### src/rtl/pcs_block_sync_pkg.sv
// Shared definitions for the PCS block-sync lane controller: one-hot state
// encodings and default parameter values.
package pcs_block_sync_pkg;

  localparam int unsigned N_LANES_DEFAULT    = 20;
  localparam int unsigned NB_TIMEOUT_DEFAULT = 16;
  localparam int unsigned NB_RETRY_DEFAULT   = 4;

  localparam logic [3:0] ST_IDLE       = 4'b0001;
  localparam logic [3:0] ST_WAIT_LOCK  = 4'b0010;
  localparam logic [3:0] ST_ALL_LOCKED = 4'b0100;
  localparam logic [3:0] ST_FAIL       = 4'b1000;

  typedef enum logic [3:0] {
    StIdle      = ST_IDLE,
    StWaitLock  = ST_WAIT_LOCK,
    StAllLocked = ST_ALL_LOCKED,
    StFail      = ST_FAIL
  } state_e;

endpackage

### src/rtl/block_sync_timeout_timer.sv
// Lock-attempt timer: counts qualified blocks and flags when the count equals
// the programmed threshold. Wraps at NB_TIMEOUT bits.
module block_sync_timeout_timer
  import pcs_block_sync_pkg::*;
#(
  parameter int unsigned NB_TIMEOUT = NB_TIMEOUT_DEFAULT
) (
  input  logic                  i_clock,
  input  logic                  i_reset,
  input  logic                  i_enable,
  input  logic                  i_clear,
  input  logic                  i_count_en,
  input  logic [NB_TIMEOUT-1:0] i_threshold,
  output logic                  o_done
);

  logic [NB_TIMEOUT-1:0] r_count;

  always_ff @(posedge i_clock) begin
    if (i_reset) begin
      r_count <= '0;
    end else if (i_enable) begin
      if (i_clear) begin
        r_count <= '0;
      end else if (i_count_en) begin
        r_count <= r_count + 1'b1;
      end
    end
  end

  // Compared against the live threshold so a change applies at the next compare.
  assign o_done = (r_count == i_threshold);

endmodule

### src/rtl/block_sync_lane_ctrl.sv
// Multi-lane block-sync supervisor: restarts unlocked lanes on timeout, retries,
// and declares failure. Optional loss counter under BLOCK_SYNC_LOSS_CNT_EN.
module block_sync_lane_ctrl
  import pcs_block_sync_pkg::*;
#(
  parameter int unsigned N_LANES    = N_LANES_DEFAULT,
  parameter int unsigned NB_TIMEOUT = NB_TIMEOUT_DEFAULT,
  parameter int unsigned NB_RETRY   = NB_RETRY_DEFAULT
) (
  input  logic                  i_clock,
  input  logic                  i_reset,
  input  logic                  i_enable,
  input  logic                  i_valid,
  input  logic [N_LANES-1:0]    i_signal_ok,
  input  logic [N_LANES-1:0]    i_block_lock,
  input  logic [NB_TIMEOUT-1:0] i_rf_lock_timeout,
  input  logic [NB_RETRY-1:0]   i_rf_max_retry,
  output logic [N_LANES-1:0]    o_lane_restart,
  output logic                  o_all_locked,
  output logic                  o_lock_fail,
`ifdef BLOCK_SYNC_LOSS_CNT_EN
  output logic [15:0]           o_lock_loss_count,
`endif
  output logic [NB_RETRY-1:0]   o_retry_count
);

  state_e               r_state, w_state_d;
  logic [NB_RETRY-1:0]  r_retry, w_retry_d;
  logic [N_LANES-1:0]   r_restart, w_restart_d;
  logic                 w_all_ok, w_all_lock;
  logic                 w_timer_done, w_timer_clear, w_timeout;

  assign w_all_ok   = &i_signal_ok;
  assign w_all_lock = &i_block_lock;

  always_comb begin
    w_state_d   = r_state;
    w_retry_d   = r_retry;
    w_restart_d = '0;
    w_timeout   = 1'b0;
    if (!w_all_ok) begin
      w_state_d = StIdle;
      w_retry_d = '0;
    end else begin
      unique case (r_state)
        StIdle: begin
          w_retry_d = '0;
          w_state_d = StWaitLock;
        end
        StWaitLock: begin
          if (w_all_lock) begin
            w_state_d = StAllLocked;
          end else if (w_timer_done) begin
            w_timeout = 1'b1;
            // >= keeps the count from wrapping if the limit is lowered mid-run.
            if (r_retry >= i_rf_max_retry) begin
              w_state_d = StFail;
            end else begin
              w_restart_d = ~i_block_lock;
              w_retry_d   = r_retry + 1'b1;
            end
          end
        end
        StAllLocked: begin
          if (!w_all_lock) begin
            w_state_d = StWaitLock;
            w_retry_d = '0;
          end
        end
        StFail: begin
          w_state_d = StFail;
        end
        default: begin
          w_state_d = StIdle;
          w_retry_d = '0;
        end
      endcase
    end
  end

  always_ff @(posedge i_clock) begin
    if (i_reset) begin
      r_state   <= StIdle;
      r_retry   <= '0;
      r_restart <= '0;
    end else if (i_enable) begin
      r_state   <= w_state_d;
      r_retry   <= w_retry_d;
      r_restart <= w_restart_d;
    end
  end

  // Timer only runs while staying in WAIT_LOCK; every other path starts it from zero.
  assign w_timer_clear = (r_state != StWaitLock) || (w_state_d != StWaitLock) || w_timeout;

  block_sync_timeout_timer #(
    .NB_TIMEOUT (NB_TIMEOUT)
  ) u_timer (
    .i_clock     (i_clock),
    .i_reset     (i_reset),
    .i_enable    (i_enable),
    .i_clear     (w_timer_clear),
    .i_count_en  (i_valid),
    .i_threshold (i_rf_lock_timeout),
    .o_done      (w_timer_done)
  );

`ifdef BLOCK_SYNC_LOSS_CNT_EN
  logic [15:0] r_loss_count;
  logic        w_lock_lost;

  assign w_lock_lost = (r_state == StAllLocked) && w_all_ok && !w_all_lock;

  always_ff @(posedge i_clock) begin
    if (i_reset) begin
      r_loss_count <= '0;
    end else if (i_enable && w_lock_lost && (r_loss_count != 16'hFFFF)) begin
      r_loss_count <= r_loss_count + 16'd1;
    end
  end

  assign o_lock_loss_count = r_loss_count;
`endif

  assign o_lane_restart = r_restart;
  assign o_all_locked   = (r_state == StAllLocked);
  assign o_lock_fail    = (r_state == StFail);
  assign o_retry_count  = r_retry;

endmodule

### config.mk
export PLATFORM = sky130hd
export DESIGN_NAME = block_sync_lane_ctrl
export DESIGN_NICKNAME = d
export VERILOG_FILES = /design/src/rtl/pcs_block_sync_pkg.sv /design/src/rtl/block_sync_timeout_timer.sv /design/src/rtl/block_sync_lane_ctrl.sv
export SDC_FILE = /design/constraint.sdc
export NUM_CORES = 1
export LEC_CHECK = 0
export CORE_UTILIZATION = 41
export CTS_CLUSTER_SIZE = 30
export DETAILED_ROUTE_END_ITERATION = 7
export PLACE_DENSITY_LB_ADDON = 0.12
export SLEW_MARGIN = 0
export SYNTH_ARGS = -nofsm -noshare
export SYNTH_HDL_FRONTEND = slang
export SYNTH_SLANG_ARGS = --single-unit
export TNS_END_PERCENT = 50
### constraint.sdc
create_clock -name i_clock -period 2.95 [get_ports i_clock]
set_input_delay 0.59 -clock i_clock [delete_from_list [all_inputs] [get_ports i_clock]]
set_output_delay 0.59 -clock i_clock [all_outputs]
set_load 0.02 [all_outputs]
### Word-level counts from Yosys, hierarchy flattened

Index checks and enable logic that the tools add are counted.

* output and inout bits: 26
* input port bits: 64
* bits in registers: 44

* reductions and logical operators: 7
* bitwise gates (word level): 1
* eq/ne operators: 12
* add/subtract/negate cells: 2
* magnitude comparators: 1
* mux-type cells: 23

Operators with widths (count)
* $mux W20: 5
* $mux W4: 10
* $reduce_and A20 Y1: 2
* $mux W16: 2
* $not A20 Y20: 1
* $add A16 B1 Y16 const B: 1
* $eq A16 B16 Y1: 1
* $pmux W4 S4: 1
* $pmux W4 S3: 1
* $ne A3 B3 Y1 const B: 3
* $ne A4 B2 Y1 const B: 2
* $reduce_and A6 Y1: 1
* $add A4 B1 Y4 const B: 1
* $eq A4 B1 Y1 const B: 1
* $eq A4 B2 Y1 const B: 1
* $eq A4 B3 Y1 const B: 1
* $eq A4 B4 Y1 const B: 1
* $ge A4 B4 Y1: 1
* $mux W1: 4
* $ne A3 B2 Y1 const B: 1
* $logic_or A1 B1 Y1: 2
* $ne A2 B2 Y1 const B: 1
* $reduce_and A2 Y1: 1
* $reduce_bool A2 Y1: 1

### Depth between registers and ports, before layout

Gate-level depths: netlist (run 1).

* word-level depth: 11
* gate-level depth with buffers: 9
* gate-level depth less buffers: 8

### Hierarchy

A second synthesis (run 1) with hierarchy kept.

* cell total of the unflattened synthesis: 285
* area total of the unflattened synthesis: 2392.3 um^2

By module, submodules not included
* block_sync_lane_ctrl: instances 1, cells an instance 180, area each 1471.4 um^2
* block_sync_timeout_timer: instances 1, cells an instance 105, area each 920.9 um^2

### Least setup slack after synthesis (run 1)

No wires, ideal clock.

* path kind: input to register
* start: in i_rf_lock_timeout[15]
* end: reg u_timer.r_count[11]
* buffers on the path: 1
* arrival: 2.203 ns
* required time: 2.880 ns
* slack: 0.677 ns
* stages on the path: 7
* cell sequence: xnor2_1 -> nand4_1 -> nor4_4 -> a2111oi_2 -> buf_6 -> or4_1 -> a21oi_1

* longest elaborated chain between the ends: 10
* elaborated cells on any way between the ends: 15
* those cells by class: 2 x eq/ne; 9 x mux; 4 x reduce/logical

Ends and longest elaborated chain
* start, declared: line block_sync_lane_ctrl.sv:16 `input logic [NB_TIMEOUT-1:0] i_rf_lock_timeout,`
* $eq A16 B16 Y1 (*): line block_sync_timeout_timer.sv:32 `assign o_done = (r_count == i_threshold);`
* $mux W4: line block_sync_lane_ctrl.sv:53 `end else if (w_timer_done) begin`
* $mux W4: line block_sync_lane_ctrl.sv:51 `if (w_all_lock) begin`
* $pmux W4 S4: line block_sync_lane_ctrl.sv:45 `unique case (r_state)`
* $mux W4: line block_sync_lane_ctrl.sv:41 `if (!w_all_ok) begin`
* $ne A4 B2 Y1: line block_sync_lane_ctrl.sv:94 `assign w_timer_clear = (r_state != StWaitLock) || (w_state_d != StWaitLock) || w_timeout;`
* $logic_or A1 B1 Y1: line block_sync_lane_ctrl.sv:94
* $logic_or A1 B1 Y1 (*): line block_sync_lane_ctrl.sv:94
* $reduce_bool A2 Y1 (no line)
* $reduce_and A2 Y1 (no line)
* end signal, assigned: line block_sync_timeout_timer.sv:26 `r_count <= r_count + 1'b1;`
* end, declared: line block_sync_timeout_timer.sv:17 `logic [NB_TIMEOUT-1:0] r_count;`

Mark *: on every way between the ends. The rest lies on a longest branch, timed or not.
A chain may end at the register's enable or synchronous reset.

### Final worst setup path (run 1)

* start: in i_block_lock[18]
* end: reg u_timer.r_count[15]

* longest elaborated chain between the ends: 9
* elaborated cells on any way between the ends: 14
* those cells by class: 1 x eq/ne; 8 x mux; 5 x reduce/logical

Ends and longest elaborated chain
* start, declared: line block_sync_lane_ctrl.sv:15 `input logic [N_LANES-1:0] i_block_lock,`
* $reduce_and A20 Y1 (*): line block_sync_lane_ctrl.sv:34 `assign w_all_lock = &i_block_lock;`
* $mux W4, on equally long branches: line block_sync_lane_ctrl.sv:65, block_sync_lane_ctrl.sv:51
* $pmux W4 S4: line block_sync_lane_ctrl.sv:45
* $mux W4: line block_sync_lane_ctrl.sv:41
* $ne A4 B2 Y1: line block_sync_lane_ctrl.sv:94
* $logic_or A1 B1 Y1: line block_sync_lane_ctrl.sv:94
* $logic_or A1 B1 Y1 (*): line block_sync_lane_ctrl.sv:94
* $reduce_bool A2 Y1 (no line)
* $reduce_and A2 Y1 (no line)

Marked as above.

==> results.yml, run 1 <==
sta:
  worst_pin_slew_ps: 415
  relSlewSlack_pct: 71.9
  fin_worst_skew_ps: 9.63
  period_share_pct: 89.6
  fin_ws_ps: 307
  fin_crit_ps: 2640
  setup_violations: 0
  setup_tns_ps: 0
  fmax_ghz: 0.378
  final-max-slew-violation-count: 0
  hold_ws_ps: 493
  rsz0062_at_grt: "no"
  finalHoldViolCount: 0
cts:
  cts_resized: 0
  cts.sinks: 44
  htree_levels: 2
  clock_path_buffers: 2
  clk_pin_slew_ps: 100
  hold_buffers: 0
  postCtsSetupBuffers: 0
  clockRootBuffer: "clkbuf_8"
  cts_tree: "done"
  cts_buffers: 5
  clock_latency_ps: 310
critical_path:
  start_kind: "input pin"
  path_delay_family: "simple AND/OR/NAND/NOR gates"
  critical_path.max_fanout: 22
  timing.critical_path.required_ps: 3200
  slowest_stage: "clkdlybuf4s50_1"
  crit_buf_inv: 2
  endpoint_kind: "register"
  cp.arrival_ps: 2890
  crit_path_cell_trace: "clkdlybuf4s50_1 -> nand4_1 -> or3_1 -> nor3_1 -> a2111oi_2 -> buf_4 -> or4_1 -> a21oi_1"
  worstSetupPathType: "in -> reg"
  critPathMaxStageDelay_ps: 480
synth:
  synth_area_um2: 2480
  ys.flop_type: "dfxtp_1"
  avgSynthCellArea_um2: 8.32
  syn_nets: 368
  synth-warning-count: 0
  async_reset_ff_share_pct: 0
  synth_seq_area_share_pct: 35.5
  ys_ff_latch: 44
  synth_edf_count: 0
  yosys.cell_types.count: 41
  syn_inst: 298
worst_hold_path:
  holdCritPathClass: "reg -> reg"
grt:
  overflow: 0
  grt_pass1_vias: 2475
  grtUsageTotal_pct: 22.9
  grt_pass1_wl_mm: 11.5
  grt_antenna_before_repair: 0
  grt_start_max_net_pins: 25
place:
  gp_congestion: 0.849
  portBuffers: 89
  hpwl_mm: 5.22
  dp_cells: 456
  pre_cts_slack_ps: 1.15
  placed_area_um2: 3490
route:
  drc: 0
  drt_iter0_drc: 133
  postRouteAntennaNets: 0
  drt_wl_total_mm: 7.01
  vias_per_cell: 5.76
  routedWlPerCell_um: 15.1
  wl_met2_mm: 3.25
  route.met3.wl_um: 407
  routed.top_layer: "met4"
  vias: 2671
  drt_pass1_iterations: 4
  wl_met1_mm: 3.28
cells_and_area:
  postLayoutCellArea_um2: 3590
  antenna_cells: 0
  layout.nets: 461
  syn2layout_area_growth_pct: 44.7
  finish.utilization_pct: 63.2
  stdcell_count: 464
  final_layout_size_suffix_gt1_share_pct: 6.63
die:
  dieArea_um2: 6360
  die_w_um: 79.8
  start_util_pct: 43.7
  ios: 90
  fp.dieH_um: 79.8
  row_count: 27
  core_um2: 5680
power_and_ir_drop:
  power_mw: 1.15
  power.density_nw_per_um2: 321
  vdd_drop_max_mv: 0.202
  power.leakage_nw: 1.22
run_status:
  outcome: "completed"
job:
  drv_cap: 0
==> metal layers <==
metal / vias to the layer above / global-route usage (%)
met4: 0 / 5.54
met1: 1260 / 29.5
met3: 8 / 5.83
met2: 78 / 37.9
li1: 1325 / -
met5: - / 0
==> report_power, final <==
part	total, mW	leakage [nW]	switching (mW)	internal (mW)
clock network	0.403	0.0404	0.235	0.168
logic	0.153	0.823	0.0545	0.0983
registers	0.597	0.354	0.00241	0.595
total	1.15	1.22	0.292	0.861
==> tightest hold or removal path: cells and delay by family (launching register included) <==
kind | cells | cell delay, ps
AO/OA/AOI/OAI | 1 | 60
AND/OR/NAND/NOR | 1 | 70
flip-flops | 1 | 330
==> state kept, by name, indices dropped and copies added, names as in the netlist <==
register and count:
u_timer.r_count 16, r_state 4, o_retry_count 4, o_lane_restart 20
==> cells in the mapped netlist, drive strengths merged, types with 2 or more instances <==
cell type	number	area (um^2)
and3	6	37.5
ha	6	75.1
nand2	9	33.8
o21ai	16	80.1
nand2b	4	25.0
or3	9	56.3
and2	2	12.5
nor2b	2	12.5
nand4b	2	17.5
nand4	23	144
xor2	2	17.5
nand3	12	60.1
buf	5	30.0
or4	9	67.6
xnor2	16	140
nor3	8	40.0
a21oi	23	115
clkbuf	13	48.8
and4	3	26.3
inv	7	26.3
a2111oi	4	41.3
o41ai	3	26.3
a31oi	3	18.8
o31ai	8	60.1
dfxtp	44	881
o21bai	2	15.0
nor2	27	101
a2bb2oi	20	175
==> cells by family after synthesis <==
kind of cell | synth area share, %
xor+xnor | 6.36
flops | 35.5
buf+inv | 4.24
simple gates | 27.4
compound gates | 23.1
fa+ha+maj | 3.03
mux | 0.404
==> cell usage in the layout (no fill, tap or decap), types with 12 or more instances in the layout <==
cell,netlist,routed
a21oi_1,23,23
dfxtp_1,44,44
nor2_1,27,27
o21ai_0,16,16
buf_4,0,15
a2bb2oi_1,20,20
nand3_1,12,12
clkdlybuf4s50_1,0,89
nand4_1,23,23
xnor2_1,16,16
==> final timing paths <==
check	cells past startpoint	slack, ps	startpoint	to
hold reg to reg	2	490	o_lane_restart[9]$_SDFFE_PP0P_	o_lane_restart[9]$_SDFFE_PP0P_
setup / recovery	8	310	i_block_lock[18]	u_timer.r_count[15]$_SDFFE_PP0P_
hold / removal	2	490	o_lane_restart[9]$_SDFFE_PP0P_	o_lane_restart[9]$_SDFFE_PP0P_
setup reg to reg	7	760	u_timer.r_count[3]$_SDFFE_PP0P_	u_timer.r_count[15]$_SDFFE_PP0P_
==> layout make-up <==
type / instances / area, um^2
timing repair buffer: 104 / 1000
sequential: 44 / 881
fill: 515 / 2090
inverter: 7 / 26.3
clock inverter: 3 / 23.8
multi-input combinational: 229 / 1490
tap: 72 / 90.1
clock buffer: 5 / 68.8
(Power assumes the default switching activity.)
==> run 2, diff against run 1 <==
--- a/config.mk
+++ b/config.mk
@@ -5,7 +5,7 @@
 export SDC_FILE = /design/constraint.sdc
 export NUM_CORES = 1
 export LEC_CHECK = 0
-export CORE_UTILIZATION = 41
+export CORE_UTILIZATION = 45
 export CTS_CLUSTER_SIZE = 30
 export DETAILED_ROUTE_END_ITERATION = 7
 export PLACE_DENSITY_LB_ADDON = 0.12
==> results.yml, run 2 (synthesis results as in run 1) <==
cts:
  clock_latency_ps: 310
  cts_resized: 0
  clock_path_buffers: 2
  cts_tree: "done"
  postCtsSetupBuffers: 0
  clockRootBuffer: "clkbuf_8"
  cts_buffers: 5
  hold_buffers: 0
  clk_pin_slew_ps: 80
  cts.sinks: 44
  htree_levels: 2
sta:
  finalHoldViolCount: 0
  worst_pin_slew_ps: 453
  fmax_ghz: 0.385
  fin_crit_ps: 2600
  rsz0062_at_grt: "no"
  setup_violations: 0
  setup_tns_ps: 0
  final-max-slew-violation-count: 0
  hold_ws_ps: 495
  relSlewSlack_pct: 69.6
  fin_worst_skew_ps: 6.62
  period_share_pct: 88.0
die:
  dieArea_um2: 5810
  row_count: 26
  fp.dieH_um: 76.2
  start_util_pct: 47.6
  ios: 90
  die_w_um: 76.2
  core_um2: 5200
route:
  drt_iter0_drc: 134
  vias_per_cell: 5.73
  drc: 0
  routedWlPerCell_um: 14.6
  drt_pass1_iterations: 4
  postRouteAntennaNets: 0
  drt_wl_total_mm: 6.74
  vias: 2645
cells_and_area:
  final_layout_size_suffix_gt1_share_pct: 6.63
  final_cell_mix: "clkdlybuf4s50_1 (89), dfxtp_1 (44), nor2_1 (27)"
  antenna_cells: 0
  largest_reg_flops: 20
  final_common_cell: "clkdlybuf4s50_1"
  finish.utilization_pct: 69.5
  layout.nets: 461
  syn2layout_area_growth_pct: 45.9
run_status:
  outcome: "completed"
place:
  gp_congestion: 0.884
  portBuffers: 89
  hpwl_mm: 5.07
job:
  drv_cap: 0
grt:
  grt_start_max_net_pins: 25
  grtUsageTotal_pct: 24.0
  grt_pass1_wl_mm: 11.4
  overflow: 0
  grt_antenna_before_repair: 0
  grt_pass1_vias: 2481
critical_path:
  rr_endpoint: "u_timer.r_count[8]$_SDFFE_PP0P_"
  crit_buf_inv: 2
  critical_path.max_fanout: 22
  endpoint_kind: "register"
  path_delay_family: "simple AND/OR/NAND/NOR gates"
  worstSetupPathType: "in -> reg"
  slowest_stage: "clkdlybuf4s50_1"
  timing.critical_path.required_ps: 3190
  start_kind: "input pin"
  r2r_slack_ps: 760
  crit_path_cell_trace: "clkdlybuf4s50_1 -> nand4_1 -> or3_1 -> nor3_1 -> a2111oi_2 -> buf_4 -> or4_1 -> a21oi_1"
  r2r_start: "u_timer.r_count[3]$_SDFFE_PP0P_"
  reg2reg_depth: 7
  critPathMaxStageDelay_ps: 490
  cp.arrival_ps: 2840
worst_hold_path:
  whs_path_depth: 2
  holdCritPathClass: "reg -> reg"
  min_from: "o_lane_restart[5]$_SDFFE_PP0P_"
  worstHoldEndpoint: "o_lane_restart[5]$_SDFFE_PP0P_"
power_and_ir_drop:
  power.density_nw_per_um2: 350
  power.leakage_nw: 1.24
  vdd_drop_max_mv: 0.195
run 2: cell count changes in the layout (fill, tap and decap cells not counted):
cell	delta
clkbuf_8	+2
clkinvlp_4	-2
bufinv_16	+1
clkinv_4	-1
run 2: worst register-to-register path, stage by stage, from the launching register on:
cell and delay, ps:
dfxtp_1 470, xnor2_1 160, nand4_1 170, nor4_4 350, a2111oi_2 110, buf_4 210, or4_1 490, a21oi_1 170
run 2: how the worst max path moves through the flow:
stage                                        to  cells after the start  slack [ps]             startpoint
3_3_place_gp   u_timer.r_count[15]$_SDFFE_PP0P_                      8         120       i_block_lock[18]
2_1_floorplan  u_timer.r_count[11]$_SDFFE_PP0P_                      7         680  i_rf_lock_timeout[15]
5_1_grt         u_timer.r_count[8]$_SDFFE_PP0P_                      8         220       i_block_lock[14]
6_report        u_timer.r_count[8]$_SDFFE_PP0P_                      8         350       i_block_lock[14]
3_5_place_dp    u_timer.r_count[8]$_SDFFE_PP0P_                      8          40       i_block_lock[14]
4_1_cts         u_timer.r_count[8]$_SDFFE_PP0P_                      8         360       i_block_lock[14]
run 2: metal layers:
layer,part of all wire [%],global-route usage [%],up-vias
met2,47,38.8,89
met5,0,0,-
met4,0.91,6.15,0
li1,-,-,1314
met3,7.3,6.83,6
met1,45,31.4,1236
run 2: stage by stage:
stage | instances | area [um^2] | setup WS [ps] | power (mW)
2_1_floorplan | 298 | 2480 | 677 | 0.658
3_3_place_gp | 454 | 3490 | 121 | 0.760
3_5_place_dp | 454 | 3490 | 43.5 | 0.763
4_1_cts | 462 | 3620 | 360 | 1.27
5_1_grt | 462 | 3620 | 225 | 1.31
6_report | 462 | 3620 | 354 | 1.27
run 2: cell type report:
class	count	area, um^2
clock inverters	1	30.0
flip-flops and latches	44	881
well taps	70	87.6
repair buffers	104	1000
inverters	7	26.3
fillers	458	1590
multi-input cells	229	1490
clock buffers	7	96.3
run 2: power breakdown:
| group | total, mW | switching, mW | internal, mW |
|---|---|---|---|
| combinational | 0.152 | 0.0528 | 0.0992 |
| sequential | 0.597 | 0.00233 | 0.594 |
| clock | 0.517 | 0.218 | 0.299 |
